==> config.mk <==
export PLATFORM = sky130hd
export DESIGN_NAME = mem_bus_arbiter
export DESIGN_NICKNAME = d
export VERILOG_FILES = /design/src/rtl/mem_bus_arbiter.sv
export SDC_FILE = /design/constraint.sdc
export NUM_CORES = 1
export LEC_CHECK = 0
export CAP_MARGIN = 20
export CORE_AREA = 4 4 210 212
export CTS_CLUSTER_DIAMETER = 60
export DETAILED_ROUTE_END_ITERATION = 16
export DIE_AREA = 0 0 214 216
export SLEW_MARGIN = 20
export SYNTH_ARGS = -nofsm -noshare
export SYNTH_HDL_FRONTEND = slang
export SYNTH_SLANG_ARGS = --single-unit
==> constraint.sdc <==
create_clock -name clk -period 2.1 [get_ports clk]
set_input_delay 0.42 -clock clk [delete_from_list [all_inputs] [get_ports clk]]
set_output_delay 0.42 -clock clk [all_outputs]
set_load 0.02 [all_outputs]
==> src/rtl/mem_bus_arbiter.sv <==
// Shares one memory bus between fetch (I) and memory-stage (D) requesters, one transaction at a time.
// Optional `MEM_ARB_ROUND_ROBIN_EN alternates grants under contention; default is fixed D-over-I.
module mem_bus_arbiter #(
    parameter int unsigned ADDR_W = 64,
    parameter int unsigned DATA_W = 64
) (
    input  logic                  clk,
    input  logic                  reset,

    input  logic                  ireq_valid,
    input  logic [ADDR_W-1:0]     ireq_addr,
    input  logic [2:0]            ireq_size,
    output logic                  iresp_data_ok,
    output logic [DATA_W-1:0]     iresp_rdata,

    input  logic                  dreq_valid,
    input  logic [ADDR_W-1:0]     dreq_addr,
    input  logic [2:0]            dreq_size,
    input  logic [DATA_W/8-1:0]   dreq_strobe,
    input  logic [DATA_W-1:0]     dreq_wdata,
    output logic                  dresp_data_ok,
    output logic [DATA_W-1:0]     dresp_rdata,

    output logic                  bus_valid,
    output logic                  bus_is_write,
    output logic [ADDR_W-1:0]     bus_addr,
    output logic [2:0]            bus_size,
    output logic [DATA_W/8-1:0]   bus_strobe,
    output logic [DATA_W-1:0]     bus_wdata,
    input  logic                  bus_ready,
    input  logic [DATA_W-1:0]     bus_rdata
);

    localparam int unsigned STRB_W = DATA_W / 8;
    localparam logic OWN_I = 1'b0;
    localparam logic OWN_D = 1'b1;

    typedef enum logic [1:0] {
        S_IDLE    = 2'd0,
        S_WAITING = 2'd1,
        S_OVER    = 2'd2
    } state_t;

    state_t state;
    logic   owner;
    logic   pick_d;

`ifdef MEM_ARB_ROUND_ROBIN_EN
    logic last_grant;

    // Under contention the port that did not win last time goes first.
    always_comb begin
        pick_d = dreq_valid;
        if (dreq_valid && ireq_valid) begin
            pick_d = (last_grant == OWN_I);
        end
    end
`else
    // Memory stage always wins: it stalls fetch, so serving fetch first could deadlock.
    always_comb begin
        pick_d = dreq_valid;
    end
`endif

    always_ff @(posedge clk) begin
        if (reset) begin
            state         <= S_IDLE;
            owner         <= OWN_I;
            bus_valid     <= 1'b0;
            bus_is_write  <= 1'b0;
            bus_addr      <= '0;
            bus_size      <= '0;
            bus_strobe    <= '0;
            bus_wdata     <= '0;
            iresp_data_ok <= 1'b0;
            iresp_rdata   <= '0;
            dresp_data_ok <= 1'b0;
            dresp_rdata   <= '0;
`ifdef MEM_ARB_ROUND_ROBIN_EN
            last_grant    <= OWN_I;
`endif
        end else begin
            case (state)
                S_IDLE: begin
                    if (ireq_valid || dreq_valid) begin
                        state     <= S_WAITING;
                        bus_valid <= 1'b1;
                        owner     <= pick_d;
`ifdef MEM_ARB_ROUND_ROBIN_EN
                        last_grant <= pick_d;
`endif
                        if (pick_d) begin
                            bus_is_write <= |dreq_strobe;
                            bus_addr     <= dreq_addr;
                            bus_size     <= dreq_size;
                            bus_strobe   <= dreq_strobe;
                            bus_wdata    <= dreq_wdata;
                        end else begin
                            bus_is_write <= 1'b0;
                            bus_addr     <= ireq_addr;
                            bus_size     <= ireq_size;
                            bus_strobe   <= STRB_W'(0);
                            bus_wdata    <= DATA_W'(0);
                        end
                    end
                end
                // Bus request is held unchanged until the bus completes; no timeout.
                S_WAITING: begin
                    if (bus_ready) begin
                        state     <= S_OVER;
                        bus_valid <= 1'b0;
                        if (owner == OWN_D) begin
                            dresp_rdata   <= bus_rdata;
                            dresp_data_ok <= 1'b1;
                        end else begin
                            iresp_rdata   <= bus_rdata;
                            iresp_data_ok <= 1'b1;
                        end
                    end
                end
                S_OVER: begin
                    state         <= S_IDLE;
                    iresp_data_ok <= 1'b0;
                    dresp_data_ok <= 1'b0;
                end
                default: begin
                    state <= S_IDLE;
                end
            endcase
        end
    end

endmodule

==> results_dict.tcl <==
set metrics [dict create \
    status "finished clean" \
    crit_slowest_cell "clkdlybuf4s50_1" \
    clock_latency_ns 0.53 \
    fin_skew_ns 0.01972 \
    hold_viol_final 0 \
    ant_nets 0 \
    drc 0 \
    placed_area_um2 16560 \
    ir_drop_mv 0.5613 \
    multiInputGateArea_um2 4487 \
    track_usage_pct 17.25 \
    rows 75 \
    crit_path_max_fanout 2 \
    rsz0062_at_grt "no" \
    required_ns 1.68 \
    cts_sinks 274 \
    maxCapViolCount 0 \
    place.gp.congestion 0.8834 \
    path_buf_inv 1 \
    grt_overflow 0 \
    yosys_warnings 0 \
    fmax_mhz 507.8 \
    cts_hold_buf 0 \
    ys_seq_elements 274 \
    slew_headroom_pct 61.63 \
    grt_max_degree 75 \
    crit_chain "clkdlybuf4s50_1" \
    start_util_pct 25.17 \
    period_minus_slack_ns 1.969 \
    slowest_delay_ns 0.69 \
    fin_crit_sh_pct 93.77 \
    die_h_um 216 \
    endpoint_kind "primary output" \
    synth_area_per_cell_um2 8.655 \
    tns_ns 0 \
    die_w_um 214 \
    netlist_area_um2 10560 \
    arrival_ns 1.55 \
    die_area_um2 46220 \
    path_delay_family "buffers and inverters" \
    port_buffers 545 \
    fin_area_um2 17670 \
    first_pass_iters 5 \
    netlist_top_cells_area "dfxtp_1 (52%), a21oi_1 (13%), nand2_1 (12%)" \
    syn-instance-count 1220 \
    cts-resized-gates 0 \
    leakage_uw 0.006270 \
    setup_violations 0 \
    syn_nets 1495 \
    final_layout_size_suffix_gt1_share_pct 7.299 \
    worstSetupStartpointType "flip-flop" \
    cts_max_level 2 \
    antenna_found_initial 2 \
    vias 10610 \
    cts_buffer_depth 3 \
    core_area_um2 41950 \
    drt_first_iter_violations 511 \
    path_clk_slew_ns 0.06 \
    grt_pass1_vias 10810 \
    cts_tree "yes" \
    grt_pass1_wl_mm 63.83 \
    dp_hpwl_mm 30.69 \
    netlist.area_leader.share_pct 51.95 \
    finalMaxSlewViolations 0 \
    yosysTopAreaCell "dfxtp_1" \
    crit_type "reg -> out" \
    cts_root_buf "clkbuf_16" \
    seqCellArea_um2 5485 \
    areaGrowthSynthToFinish_pct 67.37 \
    power.density_nw_per_um2 806.3 \
    min_path_type "in -> reg" \
    fillers 4116 \
    nets 1997 \
    synth.distinct_cells 28 \
    ys_seq_area_share_pct 51.95 \
    cts_inserted_buffers 37 \
    vias_per_cell 4.650 \
    wl_per_cell_um 18.39 \
    routed_wl_mm 41.94 \
    cts_setup_buffers 0 \
    pin_count 546 \
    worst-slew-pin-transition_ns 0.5748 \
]
==> synthesized netlist by cell type (all sizes together) <==
| master | instances |
|---|---|
| nand2 | 331 |
| dfxtp | 274 |
| a21oi | 273 |
| o21ai | 75 |
| a211oi | 67 |
| mux2i | 67 |
| buf | 66 |
| clkbuf | 48 |
| nor2 | 6 |
| or2 | 2 |
| or4 | 2 |
| and4b | 1 |
| and4bb | 1 |
| inv | 1 |
| nand2b | 1 |
| nand3b | 1 |
| nand4b | 1 |
| nand4bb | 1 |
| nor3b | 1 |
| or3b | 1 |
==> final cells by class <==
class,instances,area share [%]
well taps,539,3.816
clock inverters,10,0.4673
repair buffers,577,33.45
flip-flops and latches,274,31.04
multi-input cells,831,25.39
diodes,2,0.02832
clock buffers,47,5.792
inverters,1,0.02124
==> kinds of logic after synthesis <==
family	Yosys count	synth area share, %
mux	67	6.351
compound gates	415	22.68
buf+inv	115	5.818
simple gates	349	13.20
flops	274	51.95
==> worst paths after layout <==
check               endpoint  slack, ns  cells after the start            start
max reg2reg   iresp_rdata[5]       0.38                      4         state[1]
max          iresp_rdata[55]       0.13                      1  iresp_rdata[55]
min reg2reg  dresp_rdata[16]       0.45                      2  dresp_rdata[16]
min                    owner       0.23                      3       dreq_valid
==> state kept, by name, indices dropped and copies added, names as in the netlist <==
| name | flops |
|---|---|
| bus_addr | 64 |
| bus_is_write | 1 |
| bus_size | 3 |
| bus_strobe | 8 |
| bus_valid | 1 |
| bus_wdata | 64 |
| dresp_data_ok | 1 |
| dresp_rdata | 64 |
| iresp_data_ok | 1 |
| iresp_rdata | 64 |
| owner | 1 |
| state | 2 |
==> where the power goes <==
| group | leakage, uW | switching (uW) | internal [uW] | total (uW) |
|---|---|---|---|---|
| logic | 0.00348 | 1410 | 1370 | 2780 |
| clock network | 0.000547 | 2330 | 3440 | 5770 |
| registers | 0.00224 | 174 | 5520 | 5700 |
==> metrics by stage <==
stage	util [%]	cells	total power [uW]	worst slack (ns)	hold WS (ns)
final	42.13	2281	14250	0.1309	0.2340
after global routing	42.13	2281	14900	0.03142	0.2267
after CTS	42.12	2279	14500	0.06721	0.1833
after detailed placement	39.48	2222	8602	0.06777	0.4458
after global placement	39.48	2222	8576	0.08939	0.4413
after floorplan	-	1220	7089	0.5859	0.4797
==> metal layers <==
layer | track usage (%) | part of all wire (%) | wire length (um) | vias to the layer above
li1 | - | - | - | 5171
met1 | 19.93 | 40 | 16960 | 4984
met2 | 29.47 | 49 | 20370 | 369
met3 | 5.710 | 7.4 | 3093 | 83
met4 | 7.175 | 3.6 | 1517 | 0
met5 | 0 | 0 | 0 | -
==> placed cells by master, fill, tap and decap left out, drive strengths merged, types with 6 or more instances in the layout <==
cell / instances
nor2: 6
o21ai: 75
clkbuf: 47
mux2i: 67
nand2: 331
a211oi: 67
inv: 6
dfxtp: 274
buf: 34
clkdlybuf4s50: 543
a21oi: 273
Note: power is estimated with default switching activity, not from simulation.
